[src/rtl/rectangle128_pkg.sv]
`default_nettype none
// ============================================================================
// rectangle128_pkg
// Shared block-mode encoding, FSM state type and datapath widths.
// Rev 1.0
// ============================================================================
package rectangle128_pkg;

   localparam int BLOCK_W = 64;
   localparam int KEY_W   = 128;

   typedef enum logic [1:0] {
      ECB_ENC = 2'd0,
      ECB_DEC = 2'd1,
      CBC_ENC = 2'd2,
      CBC_DEC = 2'd3
   } mode_e;

   typedef enum logic [2:0] {
      IDLE = 3'd0,
      RDY  = 3'd1,
      BUSY = 3'd2,
      GAP  = 3'd3,
      ERR  = 3'd4
   } state_e;

   function automatic logic is_encrypt(input logic [1:0] mode);
      return (mode == ECB_ENC) || (mode == CBC_ENC);
   endfunction

endpackage
`default_nettype wire

[src/rtl/rectangle128_timeout_cnt.sv]
`default_nettype none
// ============================================================================
// rectangle128_timeout_cnt
// Clearable, saturating cycle counter; o_last flags the MAX_COUNT-th enabled cycle.
// Rev 1.0
// ============================================================================
module rectangle128_timeout_cnt #(
   parameter int MAX_COUNT = 255
) (
   input  logic clk,
   input  logic rst_n,
   input  logic i_clr,
   input  logic i_en,
   output logic o_last
);

   localparam int              c_cnt_w = (MAX_COUNT < 2) ? 1 : $clog2(MAX_COUNT + 1);
   localparam logic [c_cnt_w-1:0] c_max  = c_cnt_w'(MAX_COUNT);
   localparam logic [c_cnt_w-1:0] c_last = c_cnt_w'(MAX_COUNT - 1);

   logic [c_cnt_w-1:0] r_count;

   always_ff @(posedge clk or negedge rst_n) begin
      if (!rst_n) begin
         r_count <= '0;
      end else if (i_clr) begin
         r_count <= '0;
      end else if (i_en && (r_count != c_max)) begin
         r_count <= r_count + 1'b1;
      end
   end

   assign o_last = i_en && (r_count >= c_last);

endmodule
`default_nettype wire

[src/rtl/rectangle128_mode_ctrl.sv]
`default_nettype none
// ============================================================================
// rectangle128_mode_ctrl
// ECB/CBC block-mode sequencer driving a RECTANGLE-128 cipher core.
// Rev 1.0
// ============================================================================
module rectangle128_mode_ctrl
   import rectangle128_pkg::*;
#(
   parameter int TIMEOUT_CYCLES = 255,
   parameter int CNT_W          = 16
) (
   input  logic               clk,
   input  logic               rst_n,
   input  logic               cfg_start,
   input  logic [1:0]         cfg_mode,
   input  logic [KEY_W-1:0]   cfg_key,
   input  logic [BLOCK_W-1:0] cfg_iv,
   output logic               cfg_ready,
   input  logic               in_valid,
   output logic               in_ready,
   input  logic [BLOCK_W-1:0] in_data,
   output logic               out_valid,
   input  logic               out_ready,
   output logic [BLOCK_W-1:0] out_data,
   output logic               core_enable,
   output logic               core_encrypt,
   output logic [BLOCK_W-1:0] core_text_in,
   output logic [BLOCK_W-1:0] core_key0,
   output logic [BLOCK_W-1:0] core_key1,
   input  logic [BLOCK_W-1:0] core_text_out,
   input  logic               core_ready,
   output logic [CNT_W-1:0]   blk_count,
   output logic               err
);

   state_e             r_state;
   state_e             w_next_state;
   mode_e              r_mode;
   logic [KEY_W-1:0]   r_key;
   logic               r_encrypt;
   logic [BLOCK_W-1:0] r_chain;
   logic [BLOCK_W-1:0] r_pending_chain;
   logic [BLOCK_W-1:0] r_text_in;
   logic [BLOCK_W-1:0] r_out_data;
   logic               r_out_valid;
   logic [CNT_W-1:0]   r_blk_count;
   logic               r_err;

   logic               w_busy;
   logic               w_timeout;
   logic               w_cfg_accept;
   logic               w_handshake;
   logic               w_done;
   logic [BLOCK_W-1:0] w_text_sel;
   logic [BLOCK_W-1:0] w_result;

   assign w_busy       = (r_state == BUSY);
   assign w_cfg_accept = cfg_start && cfg_ready;
   assign w_handshake  = in_valid && in_ready;
   assign w_done       = w_busy && core_ready;

   // Mode is stable across any handshake: cfg_start and a handshake never land together.
   assign w_text_sel = (r_mode == CBC_ENC) ? (in_data ^ r_chain) : in_data;
   assign w_result   = (r_mode == CBC_DEC) ? (core_text_out ^ r_chain) : core_text_out;

   rectangle128_timeout_cnt #(
      .MAX_COUNT (TIMEOUT_CYCLES)
   ) u_timeout_cnt (
      .clk    (clk),
      .rst_n  (rst_n),
      .i_clr  (!w_busy),
      .i_en   (w_busy),
      .o_last (w_timeout)
   );

   always_ff @(posedge clk or negedge rst_n) begin
      if (!rst_n) begin
         r_state <= IDLE;
      end else begin
         r_state <= w_next_state;
      end
   end

   always_comb begin
      w_next_state = r_state;
      cfg_ready    = 1'b0;
      in_ready     = 1'b0;
      core_enable  = 1'b0;
      case (r_state)
         IDLE: begin
            cfg_ready = 1'b1;
            if (cfg_start) w_next_state = RDY;
         end
         RDY: begin
            cfg_ready = 1'b1;
            in_ready  = !r_out_valid && !cfg_start;
            if (!cfg_start && in_valid && in_ready) w_next_state = BUSY;
         end
         BUSY: begin
            core_enable = 1'b1;
            if (core_ready)     w_next_state = GAP;
            else if (w_timeout) w_next_state = ERR;
         end
         GAP: begin
            w_next_state = RDY;
         end
         ERR: begin
            cfg_ready = 1'b1;
            if (cfg_start) w_next_state = RDY;
         end
         default: begin
            w_next_state = IDLE;
         end
      endcase
   end

   always_ff @(posedge clk or negedge rst_n) begin
      if (!rst_n) begin
         r_mode          <= ECB_ENC;
         r_key           <= '0;
         r_encrypt       <= 1'b0;
         r_chain         <= '0;
         r_pending_chain <= '0;
         r_text_in       <= '0;
         r_out_data      <= '0;
         r_out_valid     <= 1'b0;
         r_blk_count     <= '0;
         r_err           <= 1'b0;
      end else begin
         if (w_cfg_accept) begin
            r_mode      <= mode_e'(cfg_mode);
            r_key       <= cfg_key;
            r_encrypt   <= is_encrypt(cfg_mode);
            r_chain     <= cfg_iv;
            r_blk_count <= '0;
            r_err       <= 1'b0;
         end
         if (w_handshake) begin
            r_text_in <= w_text_sel;
            if (r_mode == CBC_DEC) r_pending_chain <= in_data;
         end
         // A finished block never meets a live output: in_ready required out_valid low.
         if (w_done) begin
            r_out_data  <= w_result;
            r_out_valid <= 1'b1;
            r_blk_count <= r_blk_count + 1'b1;
            if (r_mode == CBC_ENC)      r_chain <= core_text_out;
            else if (r_mode == CBC_DEC) r_chain <= r_pending_chain;
         end else if (r_out_valid && out_ready) begin
            r_out_valid <= 1'b0;
         end
         if (w_busy && (w_next_state == ERR)) r_err <= 1'b1;
      end
   end

   assign core_encrypt = r_encrypt;
   assign core_text_in = r_text_in;
   assign core_key1    = r_key[KEY_W-1:BLOCK_W];
   assign core_key0    = r_key[BLOCK_W-1:0];
   assign out_valid    = r_out_valid;
   assign out_data     = r_out_data;
   assign blk_count    = r_blk_count;
   assign err          = r_err;

endmodule
`default_nettype wire

[config.mk]
export PLATFORM = sky130hd
export DESIGN_NAME = rectangle128_mode_ctrl
export DESIGN_NICKNAME = d
export VERILOG_FILES = /design/src/rtl/rectangle128_pkg.sv /design/src/rtl/rectangle128_timeout_cnt.sv /design/src/rtl/rectangle128_mode_ctrl.sv
export SDC_FILE = /design/constraint.sdc
export NUM_CORES = 1
export LEC_CHECK = 0
export ABC_AREA = 1
export BUFFER_PORTS_ARGS = -buffer_cell sky130_fd_sc_hd__buf_2
export CAP_MARGIN = 10
export CORE_AREA = 2 2 233 235
export CTS_BUF_LIST = sky130_fd_sc_hd__clkbuf_4 sky130_fd_sc_hd__clkbuf_8
export DETAILED_ROUTE_END_ITERATION = 12
export DIE_AREA = 0 0 235 237
export SLEW_MARGIN = 0
export SYNTH_ARGS = -nofsm -noshare
export SYNTH_HDL_FRONTEND = slang
export SYNTH_HIERARCHICAL = 1
export SYNTH_SLANG_ARGS = --single-unit
export TNS_END_PERCENT = 100
[constraint.sdc]
create_clock -name clk -period 5.1 [get_ports clk]
set_clock_uncertainty 0.05 [all_clocks]
set_input_delay 0.51 -clock clk [delete_from_list [all_inputs] [get_ports clk]]
set_output_delay 0.51 -clock clk [all_outputs]
set_load 0.02 [all_outputs]
; ---- Yosys cells after proc, flatten, opt, wreduce, memory -nomap -nowiden
; Cells that the tools add are included.
[word_totals]
reg_bits = 416
in_bits = 328
out_inout_bits = 278
wordCells = 70
[classes]
addsub = 2
order_cmp = 1
n_eq_ne = 10
n_mux = 22
bitwise_logic = 2
reduce_logical = 21
[ops]
columns = cell, n
row1 = two-way mux 64 bit, 6
row2 = XOR 64 bit, 2
row3 = two-way mux 16 bit, 2
row4 = "adder 16 x 1 -> 16 bit, second input constant", 1
row5 = two-way mux 8 bit, 2
row6 = two-way mux 3 bit, 4
row7 = one-hot mux 3 bit (4 select lines), 1
row8 = logical AND 1 bit, 10
row9 = "adder 8 x 1 -> 8 bit, second input constant", 1
row10 = ">= comparator 8 bit, second input constant", 1
row11 = "inequality test 8 bit, second input constant", 1
row12 = two-way mux 1 bit, 7
row13 = "equality test 2 bit, second input constant", 3
row14 = "equality test 3 x 2 -> 1 bit, second input constant", 2
row15 = "equality test 3 bit, second input constant", 2
row16 = nonzero test 2 bit, 3
row17 = "equality test 3 x 1 -> 1 bit, second input constant", 1
row18 = zero test 3 bit, 1
row19 = OR reduction 3 bit, 1
row20 = zero test 1 bit, 2
row21 = zero test 2 bit, 1
row22 = "inequality test 2 bit, second input constant", 1
row23 = AND reduction 2 bit, 1
row24 = OR reduction 2 bit, 1
row25 = logical OR 1 bit, 1

; ---- Logic depth before layout (Yosys ltp)
[depth]
depth_word = 8
depth_mapped = 9
depth_no_buf = 9

; ---- Modules after synthesis
; The synthesis kept the hierarchy.
[modules_own_cells]
columns = module, n_inst, cells_per_inst, area_each_um2, seq_area_each_um2
row1 = rectangle128_mode_ctrl, 1, 2317, 18694.2, 10209.8
row2 = rectangle128_timeout_cnt, 1, 75, 531.8, 200.2

; ---- Least setup slack after synthesis
; OpenSTA, ideal clock, no wires.
[synth_path]
path_type = reg-to-reg
startpoint = reg r_state[2]
endpoint = reg r_blk_count[5], in the netlist blk_count[5]
setup_time_ns = 0.123
t_arrival_ns = 1.638
required_ns = 4.927
path_slack_ns = 3.289
path_stages_with_launch = 9
path_buffers = 2
synth_period_minus_slack_ns = 1.811
path_cell_list = dfrtp_1 > inv_1 > nand2_1 > nor2_2 > nand2_2 > buf_2 > buf_6 > nor3b_1 > nor2_1
[synth_between]
elab_chain_len = 5
word_cells_on_any_way = 10
cone_classes = eq/ne: 3 / mux: 2 / reduce/logical: 5
[synth_lines]
columns = item, line_no
row1 = start: declaration, rectangle128_mode_ctrl.sv:37  ; state_e r_state;
row2 = start signal: assignment, rectangle128_mode_ctrl.sv:81  ; r_state <= w_next_state;
row3 = equality test 3 bit (tied with other cells), rectangle128_mode_ctrl.sv:90  ; case (r_state)
row4 = OR reduction 3 bit (no line), -
row5 = two-way mux 1 bit, rectangle128_mode_ctrl.sv:90
row6 = logical AND 1 bit, rectangle128_mode_ctrl.sv:59  ; assign w_cfg_accept = cfg_start && cfg_ready;
row7 = nonzero test 2 bit (no line), -
row8 = end signal: assignment, rectangle128_mode_ctrl.sv:147  ; r_blk_count <= r_blk_count + 1'b1;
row9 = end: declaration, rectangle128_mode_ctrl.sv:47  ; logic [CNT_W-1:0] r_blk_count;
; Several ways; a longest one is shown, not always the timed one.
; A chain may end at the register's enable or synchronous reset.

; ---- Worst setup path in the final report
[layout_path]
startpoint = reg r_state[2]
endpoint = reg r_key[93]
[layout_between]
elab_chain_len = 4
word_cells_on_any_way = 6
cone_classes = eq/ne: 2 / mux: 1 / reduce/logical: 3
[layout_lines]
columns = item, line_no
row1 = equality test 3 bit (tied with other cells), rectangle128_mode_ctrl.sv:90
row2 = OR reduction 3 bit (no line) (*), -
row3 = two-way mux 1 bit (*), rectangle128_mode_ctrl.sv:90
row4 = logical AND 1 bit (*), rectangle128_mode_ctrl.sv:59
row5 = end signal: assignment, rectangle128_mode_ctrl.sv:133  ; r_key <= cfg_key;
row6 = end: declaration, rectangle128_mode_ctrl.sv:40  ; logic [KEY_W-1:0] r_key;
; Every way passes the cells marked *; elsewhere a longest branch is shown, timed or not.

==> summary.md <==
| Metric | Value |
|---|---|
| Setup bufs post-CTS | `0` |
| Core ar. | `53280 um^2` |
| WHS Path Cells | `3` |
| Synth top cells by count | `1071 x nand2_1, 416 x dfrtp_1, 179 x nor2_1` |
| Cell taking the most area after synthesis | `dfrtp_1` |
| Final Max Slew Viols | `0` |
| Clock Pin Slew Worst Setup and Hold Paths | `0.06 ns` |
| Number of I/O pins | `606` |
| Routed wire per std cell | `17.19 um` |
| Fin. Hold Viols | `0` |
| #FFs+latches synth | `416` |
| R2R Setup Slk | `1.99 ns` |
| Setup WS pre-CTS | `2.030 ns` |
| Worst r2r dst | `r_key[93]` |
| Status | `completed` |
| Fin crit period | `3.106 ns` |
| Clock Latency Late Sink | `0.65 ns` |
| Area after DPL | `22700 um^2` |
| R2r startpoint | `r_state[2]` |
| Power consumption | `13.94 mW` |
| H-tree levels | `3` |
| Cts bufs inserted | `77` |
| HP Class | `primary input to flop` |
| Vias/cell | `4.849` |
| Global-route wire length before repair | `104100 um` |
| Netlist cell types | `31` |
| Final Worst Setup Slack | `1.994 ns` |
| CTS tree | `built` |
| Design area | `25670 um^2` |
| Synthesized area | `19230 um^2` |
| Ranking of synthesized cells by area | `dfrtp_1 54%, nand2_1 21%, xor2_1 3.6%, nor2_1 3.5%, o21ai_0 2.9%` |
| Max rail drop VDD | `0.0003180 V` |
| Max Root-Sink Buffers | `3` |
| Worst setup path class | `flop to flop` |
| Nets | `3426` |
| FF-to-FF path depth | `6` |
| Final wirelength | `66200 um` |
| Worst hold start | `in_data[54]` |
| Net count after synthesis | `2723` |
| Hold EP | `r_pending_chain[54]` |
| Root buf cell | `clkbuf_8` |
| DIE HEIGHT | `237 um` |
| Crit-path max FO | `92` |
| DR DRC count | `0` |
| Yosys top cell area share | `54.15%` |
| Total GRT Usage | `23.48%` |
| Vias in the first global route | `18860` |
| Core Rows | `85` |
| Pwr Density | `542.9 nW/um^2` |
| Fraction of registers with async set/reset | `100.0%` |
| Final Cycle Share | `60.90%` |
| Crit path cell chain | `a21oi_1 > nand2_4 > inv_4 > buf_4 > nand2_1 > nand2_1` |
| GP Congestion | `0.8827` |
| DIE WIDTH | `235 um` |
| Initial antenna violation count | `15` |
| Slew headroom | `29.62%` |
| Slew @ Worst Pin | `1.056 ns` |
| Cells after synthesis | `2392` |
| Kind of end point of the critical path | `flop` |
| Antenna Nets Post-Route | `0` |
| DRT Pass-1 Iters | `5` |
| Finished Layout Cells | `3851` |
| DIE AREA | `55700 um^2` |
| Layout cell share with drive strength beyond 1 | `24.83%` |
| HPWL after DPL | `44490 um` |
| Ys Warns | `6` |
| EDFF count, synth | `0` |
| Critical Path RT | `5.63 ns` |
| # setup viols final | `0` |
| Critical path startpoint category | `flop` |
| Largest net degree at the start of global routing | `131` |
| Fmax | `322.0 MHz` |
| Most used DFF post-synth | `dfrtp_1` |
| LEAKAGE | `13.63 nW` |
| Port buffer count | `605` |
| CP arrival | `3.63 ns` |
| Clock sinks | `416` |
| Sum Neg Setup Slack | `0 ns` |
| Inst Count DP | `3579` |
| Post-synthesis sequential area ratio | `54.15%` |
| Area Growth Syn to Fin | `33.51%` |
| Starting Density | `36.08%` |
| Most used cell, CP | `nand2_1` |
| Largest delay share family, worst path | `buffers and inverters` |
| Unrepaired setup endpoints after global routing | `false` |
| Overflow after GRT | `0` |
| Top-count cell post-synth | `nand2_1` |
| Mean post-synth cell area | `8.038 um^2` |
| Slowest stage delay, CP | `0.89 ns` |
| First-iteration detailed-routing DRC count | `1135` |
| Slowest cell on the critical path | `inv_4` |
| Buffers plus inverters on the worst setup path | `2` |
| Post_cts resized | `0` |
| Max-cap violation count | `0` |
| Total vias in the final route | `18680` |
[cell families (layout without fill, tap and decap cells)]
family / after synthesis / in the layout / share of synthesized area, %
compound gates: 225 / 225 / 6.254
xor+xnor: 131 / 131 / 5.968
fa+ha+maj: 3 / 3 / 0.1953
buf+inv: 236 / 994 / 5.304
flops: 416 / 416 / 54.15
other cells: 0 / 5 / 0
simple gates: 1381 / 1381 / 28.13
[how the worst max path moves through the flow]
stage	from	end	slack (ns)	cells after the start
after detailed placement	r_state[2]	r_key[82]	2.03	6
after CTS	r_state[2]	r_key[91]	2.01	6
after global placement	r_state[2]	r_key[89]	2.12	6
final	r_state[2]	r_key[93]	1.99	6
after floorplan	r_state[2]	blk_count[5]	3.29	8
after global routing	r_state[2]	blk_count[14]	1.77	7
[cell usage in the layout, fill, tap and decap left out, types with 2 or more instances in the layout]
cell type         n
nor2_1          179
nor3b_1           3
nand2_2           5
o22ai_1          12
a21oi_1          70
buf_2           604
clkinv_2          7
clkinvlp_4        2
dfrtp_1         416
xor2_1           80
o21bai_1          2
diode_2           5
nand4_1           9
dlygate4sd3_1   133
buf_4            17
ha_1              3
inv_1            95
nor2_2            3
o211ai_1         21
nand3_1         103
buf_12            2
nor2_4            4
inv_4             2
clkbuf_8         97
xnor2_1          51
clkbuf_4         25
inv_6             2
o21ai_0         110
nand2_1        1069
inv_2             4
o21ai_1           9
nand2_4           4
[worst reg2reg max path, cell delays in order (launching register included)]
cell and delay [ns]:
dfrtp_1 0.43, a21oi_1 0.30, nand2_4 0.52, inv_4 0.92, buf_4 0.60, nand2_1 0.15
nand2_1 0.08
[sequential cells by signal, indices dropped and copies added (netlist names), 2 cells and up]
name and flops:
core_text_in 64, out_data 64, r_key 128, r_state 3, r_chain 64, blk_count 16
r_mode 2, u_timeout_cnt/r_count 8, r_pending_chain 64
[final cells by class]
class | count | area (um^2)
fillers | 5134 | 27610
flip-flops and latches | 416 | 10410
multi-input cells | 1740 | 7821
repair buffers | 757 | 4537
clock buffers | 122 | 1523
well taps | 696 | 870.8
inverters | 103 | 396.6
clock inverters | 12 | 97.59
diodes | 5 | 12.51
[report_power, final]
group          internal [mW]  switching (mW)  leakage [nW]
Clock                   1.94            1.44         0.863
Sequential              4.57           0.754          5.07
Combinational           1.71            3.52          7.70
[metrics by stage]
stage,util [%],hold slack [ns]
CTS,48.15,0.0001730
floorplan,-,0.1644
detailed placement,42.61,0.4105
finish,48.17,0.06512
global placement,42.61,0.4084
global route,48.17,0.04010
[what timing repair did]
item | CTS | global route
endpoints found under the hold margin | 226 | 0
endpoints found under the setup margin | 0 | 0
hold buffers | 133 | 0
[per-layer routing]
layer | share of wire, % | vias up | track usage, %
met1 | 41 | 8939 | 29.06
met3 | 7.1 | 158 | 5.759
met2 | 48 | 721 | 39.30
met4 | 3.2 | 20 | 9.628
met5 | 0.21 | - | 0
li1 | - | 8837 | -
Power figures use the tool's default switching activity.
